===== src/rtl/approx_mul_err_monitor_pkg.sv =====
// approx_err_pkg: shared defaults, derived widths and FSM state encoding for
// the approximate-multiplier error monitor.
package approx_err_pkg;

  localparam int unsigned W_DEF      = 8;
  localparam int unsigned N_LOG2_DEF = 8;

  // Derived widths for the default operand width
  localparam int unsigned PW  = 2 * W_DEF;      // product
  localparam int unsigned EW  = 2 * W_DEF + 1;  // signed error
  localparam int unsigned SQW = 4 * W_DEF;      // squared error

  typedef logic [1:0] state_t;

  localparam state_t ST_IDLE  = 2'd0;
  localparam state_t ST_RUN   = 2'd1;
  localparam state_t ST_DRAIN = 2'd2;
  localparam state_t ST_DONE  = 2'd3;

endpackage


===== src/rtl/approx_mul_err_monitor_if.sv =====
// approx_mul_err_monitor_if: sample stream in, one result record per window out.
//  start/in_*/approx_p : window start pulse and sample handshake (master -> slave)
//  in_ready            : sample accepted when in_valid & in_ready
//  res_*               : result record handshake and statistics (slave -> master)
interface approx_mul_err_monitor_if
  import approx_err_pkg::*;
#(
  parameter int unsigned W      = W_DEF,
  parameter int unsigned N_LOG2 = N_LOG2_DEF
);

  logic                  start;
  logic                  in_valid;
  logic                  in_ready;
  logic [W-1:0]          in_a;
  logic [W-1:0]          in_b;
  logic [2*W-1:0]        approx_p;
  logic                  res_valid;
  logic                  res_ready;
  logic [2*W+N_LOG2-1:0] abs_sum;
  logic [4*W+N_LOG2-1:0] sq_sum;
  logic [2*W-1:0]        max_err;
  logic [N_LOG2:0]       mis_cnt;

  modport master (
    output start, in_valid, in_a, in_b, approx_p, res_ready,
    input  in_ready, res_valid, abs_sum, sq_sum, max_err, mis_cnt
  );

  modport slave (
    input  start, in_valid, in_a, in_b, approx_p, res_ready,
    output in_ready, res_valid, abs_sum, sq_sum, max_err, mis_cnt
  );

endinterface


===== src/rtl/approx_mul_err_monitor_err_sq_stage.sv =====
// err_sq_stage: combinational magnitude and square of one signed error sample.
//  err     : signed error exact-approx (2W+1 bits)
//  abs_err : |err| (2W bits)
//  sq_err  : err*err (4W bits)
module err_sq_stage
  import approx_err_pkg::*;
#(
  parameter int unsigned W = W_DEF
) (
  input  logic signed [2*W:0]   err,
  output logic        [2*W-1:0] abs_err,
  output logic        [4*W-1:0] sq_err
);

  localparam int unsigned PROD_W = 2 * W;
  localparam int unsigned SQ_W   = 4 * W;

  // |e| always fits 2W bits since both products are 2W-bit unsigned
  always_comb begin
    abs_err = err[2*W] ? PROD_W'(-err) : PROD_W'(err);
    sq_err  = SQ_W'(abs_err) * SQ_W'(abs_err);
  end

endmodule


===== src/rtl/approx_mul_err_monitor.sv =====
// approx_mul_err_monitor: accumulates |e|, e^2, max |e| and mismatch count of
// an approximate multiplier over a window of 2**N_LOG2 accepted samples.
//  clk, rst : rising-edge clock, async active-high reset
//  bus      : slave side of approx_mul_err_monitor_if (samples in, results out)
module approx_mul_err_monitor
  import approx_err_pkg::*;
#(
  parameter int unsigned W      = W_DEF,
  parameter int unsigned N_LOG2 = N_LOG2_DEF
) (
  input  logic                      clk,
  input  logic                      rst,
  approx_mul_err_monitor_if.slave   bus
);

  localparam int unsigned PROD_W = 2 * W;
  localparam int unsigned ERR_W  = PROD_W + 1;
  localparam int unsigned SQ_W   = 4 * W;
  localparam int unsigned CNT_W  = N_LOG2 + 1;
  localparam int unsigned ABS_W  = PROD_W + N_LOG2;
  localparam int unsigned SQS_W  = SQ_W + N_LOG2;
  localparam logic [CNT_W-1:0] WIN = CNT_W'(1) << N_LOG2;

  state_t state_q, state_d;

  logic [CNT_W-1:0]         cnt_q;
  logic                     s1_valid_q;
  logic signed [ERR_W-1:0]  s1_err_q;
  logic                     res_valid_q;
  logic [ABS_W-1:0]         abs_sum_q;
  logic [SQS_W-1:0]         sq_sum_q;
  logic [PROD_W-1:0]        max_err_q;
  logic [CNT_W-1:0]         mis_cnt_q;

  logic                     accept_c;
  logic                     last_c;
  logic                     win_start_c;
  logic [PROD_W-1:0]        exact_c;
  logic signed [ERR_W-1:0]  err_c;
  logic [PROD_W-1:0]        abs_c;
  logic [SQ_W-1:0]          sq_c;

  // in_ready closes as soon as the window count is reached
  assign bus.in_ready = (state_q == ST_RUN) && (cnt_q != WIN);
  assign accept_c     = bus.in_valid && bus.in_ready;
  assign last_c       = accept_c && (cnt_q == WIN - CNT_W'(1));
  assign win_start_c  = (state_q == ST_IDLE) && (state_d == ST_RUN);

  // Exact product and signed error of the incoming sample
  assign exact_c = PROD_W'(bus.in_a) * PROD_W'(bus.in_b);
  assign err_c   = $signed({1'b0, exact_c}) - $signed({1'b0, bus.approx_p});

  err_sq_stage #(.W(W)) u_err_sq (
    .err     (s1_err_q),
    .abs_err (abs_c),
    .sq_err  (sq_c)
  );

  // Next-state logic; DRAIN waits for the last sample to leave S1
  always_comb begin
    state_d = state_q;
    case (state_q)
      ST_IDLE:  if (bus.start) state_d = ST_RUN;
      ST_RUN:   if (last_c) state_d = ST_DRAIN;
      ST_DRAIN: if (!s1_valid_q) state_d = ST_DONE;
      ST_DONE:  if (res_valid_q && bus.res_ready) state_d = ST_IDLE;
      default:  state_d = ST_IDLE;
    endcase
  end

  // State register
  always_ff @(posedge clk or posedge rst) begin
    if (rst) state_q <= ST_IDLE;
    else     state_q <= state_d;
  end

  // S1 capture, S2 accumulate, result flag
  always_ff @(posedge clk or posedge rst) begin
    if (rst) begin
      cnt_q       <= '0;
      s1_valid_q  <= 1'b0;
      s1_err_q    <= '0;
      res_valid_q <= 1'b0;
      abs_sum_q   <= '0;
      sq_sum_q    <= '0;
      max_err_q   <= '0;
      mis_cnt_q   <= '0;
    end else begin
      s1_valid_q  <= accept_c;
      // approx_p is only looked at on accepted cycles
      if (accept_c) s1_err_q <= err_c;
      res_valid_q <= (state_d == ST_DONE);
      if (win_start_c) begin
        cnt_q     <= '0;
        abs_sum_q <= '0;
        sq_sum_q  <= '0;
        max_err_q <= '0;
        mis_cnt_q <= '0;
      end else begin
        if (accept_c) cnt_q <= cnt_q + CNT_W'(1);
        if (s1_valid_q) begin
          abs_sum_q <= abs_sum_q + ABS_W'(abs_c);
          sq_sum_q  <= sq_sum_q + SQS_W'(sq_c);
          if (abs_c > max_err_q) max_err_q <= abs_c;
          if (s1_err_q != '0) mis_cnt_q <= mis_cnt_q + CNT_W'(1);
        end
      end
    end
  end

  assign bus.res_valid = res_valid_q;
  assign bus.abs_sum   = abs_sum_q;
  assign bus.sq_sum    = sq_sum_q;
  assign bus.max_err   = max_err_q;
  assign bus.mis_cnt   = mis_cnt_q;

endmodule


===== src/flat_wrapper.sv =====
// flat-port wrapper written by rule: the top's interface ports become plain ports
module approx_mul_err_monitor_flat import approx_err_pkg::*;
#(
  parameter int unsigned W      = W_DEF,
  parameter int unsigned N_LOG2 = N_LOG2_DEF
)
  (clk, rst, bus_start, bus_in_valid, bus_in_a, bus_in_b, bus_approx_p, bus_res_ready, bus_in_ready, bus_res_valid, bus_abs_sum, bus_sq_sum, bus_max_err, bus_mis_cnt);
  approx_mul_err_monitor_if #(.W(W), .N_LOG2(N_LOG2)) bus_i ();
  input  logic clk;
  input  logic rst;
  input wire logic [$bits(bus_i.start)-1:0] bus_start;
  input wire logic [$bits(bus_i.in_valid)-1:0] bus_in_valid;
  input wire logic [$bits(bus_i.in_a)-1:0] bus_in_a;
  input wire logic [$bits(bus_i.in_b)-1:0] bus_in_b;
  input wire logic [$bits(bus_i.approx_p)-1:0] bus_approx_p;
  input wire logic [$bits(bus_i.res_ready)-1:0] bus_res_ready;
  output wire logic [$bits(bus_i.in_ready)-1:0] bus_in_ready;
  output wire logic [$bits(bus_i.res_valid)-1:0] bus_res_valid;
  output wire logic [$bits(bus_i.abs_sum)-1:0] bus_abs_sum;
  output wire logic [$bits(bus_i.sq_sum)-1:0] bus_sq_sum;
  output wire logic [$bits(bus_i.max_err)-1:0] bus_max_err;
  output wire logic [$bits(bus_i.mis_cnt)-1:0] bus_mis_cnt;
  assign bus_i.start = bus_start;
  assign bus_i.in_valid = bus_in_valid;
  assign bus_i.in_a = bus_in_a;
  assign bus_i.in_b = bus_in_b;
  assign bus_i.approx_p = bus_approx_p;
  assign bus_i.res_ready = bus_res_ready;
  assign bus_in_ready = bus_i.in_ready;
  assign bus_res_valid = bus_i.res_valid;
  assign bus_abs_sum = bus_i.abs_sum;
  assign bus_sq_sum = bus_i.sq_sum;
  assign bus_max_err = bus_i.max_err;
  assign bus_mis_cnt = bus_i.mis_cnt;
  approx_mul_err_monitor #(.W(W), .N_LOG2(N_LOG2)) u_core (.clk(clk), .rst(rst), .bus(bus_i));
endmodule

===== config.mk =====
export PLATFORM = sky130hd
export DESIGN_NAME = approx_mul_err_monitor_flat
export DESIGN_NICKNAME = d
export VERILOG_FILES = /design/src/rtl/approx_mul_err_monitor_pkg.sv /design/src/rtl/approx_mul_err_monitor_if.sv /design/src/rtl/approx_mul_err_monitor_err_sq_stage.sv /design/src/rtl/approx_mul_err_monitor.sv /design/src/flat_wrapper.sv
export SDC_FILE = /design/constraint.sdc
export NUM_CORES = 1
export LEC_CHECK = 0
export CAP_MARGIN = 40
export CORE_ASPECT_RATIO = 2
export CORE_UTILIZATION = 25
export CTS_CLUSTER_DIAMETER = 200
export DETAILED_ROUTE_END_ITERATION = 10
export SLEW_MARGIN = 20
export SYNTH_ARGS = -nofsm -noshare
export SYNTH_HDL_FRONTEND = slang
export SYNTH_SLANG_ARGS = --single-unit
export TNS_END_PERCENT = 10

===== constraint.sdc =====
create_clock -name clk -period 7.85 [get_ports clk]
set_input_delay 1.1775 -clock clk [delete_from_list [all_inputs] [get_ports clk]]
set_output_delay 1.1775 -clock clk [all_outputs]
set_load 0.02 [all_outputs]

# After elaboration in Yosys (flattened, before gate mapping)
# Cells that the tools add are included.
[op_classes]
addsub = 6
mul = 2
n_div = 0
magnitude_cmp = 1
n_eq_ne = 7
shifts = 0
mux = 18
bitwise = 0
n_reduce_logical = 13
[op_table]
columns = ["op", "n"]
rows = [
  ["40-bit two-way mux", 2],
  ["16-bit two-way mux", 4],
  ["24-bit two-way mux", 2],
  ["9-bit two-way mux", 5],
  ["40-bit by 32-bit adder with 40-bit output", 1],
  ["16-bit by 16-bit multiplier with 32-bit output", 1],
  ["24-bit by 16-bit adder with 24-bit output", 1],
  ["9-bit by 1-bit adder with 9-bit output (second input constant)", 2],
  ["17-bit nonzero test", 1],
  ["16-bit by 16-bit subtractor with 17-bit output", 1],
  ["16-bit > comparator", 1],
  ["8-bit by 8-bit multiplier with 16-bit output", 1],
  ["16-bit negator", 1],
  ["9-bit by 8-bit equality test with 1-bit output (second input constant)", 1],
  ["9-bit != test (second input constant)", 1],
  ["2-bit two-way mux", 4],
  ["2-bit one-hot mux with 4 select lines", 1],
  ["2-bit nonzero test", 4],
  ["2-bit equality test (second input constant)", 3],
  ["1-bit logical AND", 5],
  ["2-bit by 1-bit equality test with 1-bit output (second input constant)", 2],
  ["2-bit AND reduction", 2],
  ["2-bit zero test", 1],
]
[totals]
ff_bits = 119
latchBits = 0
mem_bits_rw = 0
rom_bits = 0
inputBits = 37
output_inout_bits = 91
word_cells = 56
n_memories = 0

# Longest topological paths before layout
[logic_depth]
depth_word = 10
mapped_depth = 34
depth_no_buf = 32

# By module
# From an unflattened synthesis, not the netlist that was laid out.
[unflattened]
cells_unflattened = 2134
hier_area_um2 = 18306.3
[modules_own_cells]
columns = ["mod", "instances", "cells_per_inst", "area_each_um2", "seq_area_each_um2"]
rows = [
  ["approx_mul_err_monitor", 1, 1203, 10605.2, 2977.9],
  ["err_sq_stage", 1, 931, 7701.1, 0.0],
]

# Worst setup path after synthesis
# OpenSTA, ideal clock, no wires.
[synth_timing]
path_kind = "flip-flop to flip-flop"
from = "register u_core.s1_err_q[0]"
to = "register u_core.sq_sum_q[38] (netlist: u_core.bus.sq_sum[38])"
setup_ps = 133
t_arrival_ps = 8074
required_time_ps = 7717
setup_slack_ps = -357
stages_incl_launch_ff = 32
n_path_buf = 3
period_less_slack_ps = 8207
cell_sequence = "dfrtp_1 clkbuf_1 inv_1 clkbuf_1 ha_1 nand2_1 or4_4 or3_4 o31a_2 xnor2_2 buf_2 nor2_1 inv_1 fa_1 inv_1 fa_1 fa_1 fa_1 fa_1 inv_1 fa_1 inv_1 ha_1 a21o_1 a21o_1 a21o_1 a221o_1 a31o_2 a221oi_2 nor2_1 or4b_1 nand2_1"
[synth_via]
elab_chain_len = 6
[synth_rtl]
columns = ["element", "line", "rtl"]
rows = [
  ["from (decl)", "approx_mul_err_monitor.sv:28", "logic signed [ERR_W-1:0] s1_err_q;"],
  ["from (signal assigned)", "approx_mul_err_monitor.sv:91", "if (accept_c) s1_err_q <= err_c;"],
  ["16-bit negator", "approx_mul_err_monitor_err_sq_stage.sv:20", "abs_err = err[2*W] ? PROD_W'(-err) : PROD_W'(err);"],
  ["16-bit two-way mux *", "approx_mul_err_monitor_err_sq_stage.sv:20", ""],
  ["16-bit by 16-bit multiplier with 32-bit output *", "approx_mul_err_monitor_err_sq_stage.sv:21", "sq_err = SQ_W'(abs_err) * SQ_W'(abs_err);"],
  ["40-bit by 32-bit adder with 40-bit output *", "approx_mul_err_monitor.sv:103", "sq_sum_q <= sq_sum_q + SQS_W'(sq_c);"],
  ["40-bit two-way mux *", "approx_mul_err_monitor.sv:101", "if (s1_valid_q) begin"],
  ["40-bit two-way mux *", "approx_mul_err_monitor.sv:93", "if (win_start_c) begin"],
  ["to (signal assigned)", "approx_mul_err_monitor.sv:103", ""],
  ["to (decl)", "approx_mul_err_monitor.sv:31", "logic [SQS_W-1:0] sq_sum_q;"],
]
# Mark *: on every way between the ends. The rest lies on a longest branch, timed or not. The select of a mux whose other input is x is not followed.
# A chain may end at the register's enable or synchronous reset.

# Final worst setup path
[layout_timing]
from = "register u_core.s1_err_q[1]"
to = "register u_core.sq_sum_q[33] (netlist: u_core.bus.sq_sum[33])"
# Same word-level chain as after synthesis.

==> results.md <==
* Ys async rst share at 100%
* Yosys warnings at 0
* Cells on worst reg2reg path at 30
* Post-DRT Antenna Nets at 0
* DRC at 0
* Clk_lat worst skew at 0.51 ns
* Die width at 186 um
* Finish-stage setup viols at 0
* Total core area at 67100 um2
* Setup slack at placement at -0.0918 ns
* Setup_tns at 0 ns
* Critical path peak fanout at 6
* Final Hold Vio Count at 0
* Family with the most delay on the worst path: adder cells
* Hold Slack at 0.555 ns
* Max Buffers Root-to-Sink at 3
* CP startpoint: u_core.s1_err_q[1]$_DFFE_PP0P_
* Dpl hpwl at 42100 um
* Row count at 134
* Port buffer count at 127
* Critical path class: reg2reg
* Slew Limit Fails at 0
* CTS buffer count at 25
* Buffers and inverters on the worst path at 8
* FMAX at 129 MHz
* Drt pass-1 iters at 4
* Die height at 371 um
* Initial core utilization at 25.4%
* WP data required at 8.23 ns
* # fillers at 7087
* Via count at 13400
* Synth Cell Area at 17000 um2
* Global-route usage over all layers at 14.9%
* Most used cell, CP: fa_1
* Final net count at 2563
* CTS H-tree lvls at 4
* Main synth FF type: dfrtp_1
* Antenna Cells at 0
* Placer Congestion at 0.919
* CTS tree: built
* RSZ-0062 raised after global routing: true
* Initial DRC Count at 454
* Fin crit share at 98.5%
* First-pass GRT wire length at 79000 um
* Final Skew at 0.0294 ns
* R2r startpoint: u_core.s1_err_q[1]$_DFFE_PP0P_
* Worst flop-to-flop path endpoint: u_core.bus.sq_sum[33]$_DFFE_PP0P_
* PnR worst setup slack at 0.121 ns
* DR WL/cell at 16.7 um
* DR vias/cell at 4.49
* Biggest cell delay along the critical path at 0.56 ns
* Seq/Total Area, Yosys at 17.5%
* Post-Syn Instances at 1892
* Slew Limit Headroom at 50.0%
* CP arrival at 8.10 ns
* Avg Synthesized Cell Area at 8.99 um2
* Pin count of the biggest net entering global routing at 71
* Share of layout cells above drive strength 1 at 10.5%
* Syn nets at 2357
* Measured slew at the worst slew-check pin at 0.748 ns
* Die footprint at 69100 um2
* Sinks on Clock Net at 119
* Initial antenna violation count at 0
* Hold wc startpoint: u_core.s1_err_q[3]$_DFFE_PP0P_
* Crit path time final at 7.73 ns
* Worst-path clk slew at 0.06 ns
* Detailed Route WL at 49900 um
* CP max-delay cell: fa_1
* Number of enable flip-flop cells after synthesis at 0
* Worst Setup End Kind: register
* R2R Setup Slk at 0.12 ns
* Crit start category: register
* Worst setup endpoint: u_core.bus.sq_sum[33]$_DFFE_PP0P_
* Max-cap violation count at 0
* Area grow syn2layout at 24.1%
* Hold Path Class: reg2reg
* CTS Root Cell: clkbuf_16
* Number of distinct library cells after synthesis at 74
* Critical path depth at 30
* Total grt overflow at 0
* I/O pin total at 128
* Outcome: finished clean
* Vias in the first global route at 14700
* Yosys reg bits at 119
* Final Util at 31.5%
* Post-CTS Hold Buffers at 0
==> routing by layer <==
layer  routed length, um  track usage, %  up-vias
li1                    -               -     6317
met3                1850            2.29      129
met5                   0               0        -
met1               17000            14.0     6683
met2               28100            29.9      280
met4                2870            8.71        0
==> cell type report <==
cell class | count | area [um2] | area share [%]
clock buffer | 29 | 671 | 3.18
clock inverter | 2 | 10.0 | 0.0474
inverter | 447 | 1680 | 7.98
multi-input combinational | 1273 | 12500 | 59.3
sequential | 119 | 2980 | 14.1
tap | 884 | 1110 | 5.24
timing repair buffer | 232 | 2150 | 10.2
==> what timing repair did <==
| action | CTS | global route |
|---|---|---|
| hold endpoints to repair | 0 | 0 |
| setup buffers | 0 | 12 |
| pin swaps | 0 | 45 |
| resized for setup | 3 | 70 |
| endpoints found under the setup margin | 5 | 20 |
==> cell usage in the layout, fill, tap and decap left out, types with 26 or more instances in the layout <==
cell type,n
mux2i_1,39
xor2_1,37
dfrtp_1,118
nand2_1,184
xnor2_1,49
a211oi_1,26
nor2_1,164
fa_1,237
and2_1,26
ha_1,174
clkdlybuf4s50_1,127
o21ai_0,43
buf_4,94
inv_1,432
a21o_1,34
a21oi_1,38
==> worst min-delay path by stage <==
stage               slack (ns)  cells after the start                           endpoint
floorplan                 0.51                      2     u_core.s1_err_q[6]$_DFFE_PP0P_
global placement          0.53                      2  u_core.bus.mis_cnt[8]$_DFFE_PP0P_
detailed placement        0.54                      2     u_core.s1_err_q[3]$_DFFE_PP0P_
CTS                       0.55                      2     u_core.s1_err_q[3]$_DFFE_PP0P_
global route              0.57                      2  u_core.bus.mis_cnt[8]$_DFFE_PP0P_
finish                    0.55                      2     u_core.s1_err_q[3]$_DFFE_PP0P_
==> kinds of logic after synthesis <==
kind of cell | Yosys count | synth area share (%)
AND/OR/NAND/NOR | 483 | 12.4
AO/OA/AOI/OAI | 231 | 9.55
XOR/XNOR | 91 | 4.82
multiplexers | 40 | 2.36
flip-flops | 119 | 17.5
buffers and inverters | 500 | 11.1
adder cells (fa/ha/maj) | 428 | 42.2
==> Yosys cell counts (all sizes together) (14+ instances only) <==
cell      n  area share, %
dfrtp   119             18
a21oi    42            1.2
mux2i    39            2.3
nand3    25           0.74
clkbuf   45           0.99
ha      185             14
o21ai    49            1.5
nor3     14           0.41
xor2     38            2.0
xnor2    53            2.8
and2     27           0.99
a21o     34            1.5
inv     443            9.8
fa      243             29
nand2   188            4.1
nor2    174            3.9
a211oi   28            1.2
==> flip-flops by register name (all words and copies together) (netlist names) <==
name / flops
u_core.bus.sq_sum: 40
u_core.bus.max_err: 16
u_core.s1_valid_q: 1
u_core.cnt_q: 9
u_core.bus.res_valid: 1
u_core.s1_err_q: 17
u_core.bus.mis_cnt: 9
u_core.bus.abs_sum: 24
u_core.state_q: 2
==> through the flow <==
stage | instance area (um2) | std cells
6_report | 21100 | 2986
3_3_place_gp | 19900 | 2938
3_5_place_dp | 20000 | 2942
4_1_cts | 20700 | 2973
2_1_floorplan | 17100 | 1892
5_1_grt | 21100 | 2986
==> worst min-delay path, delay by kind of cell (launching register included) <==
family / cells / cell delay (ns)
DFF: 1 / 0.40
and+or+nand+nor: 2 / 0.13
Power is left out: the tool's default activity adds up to more than one toggle a clock period on the data nets, which glitch-free logic cannot reach.
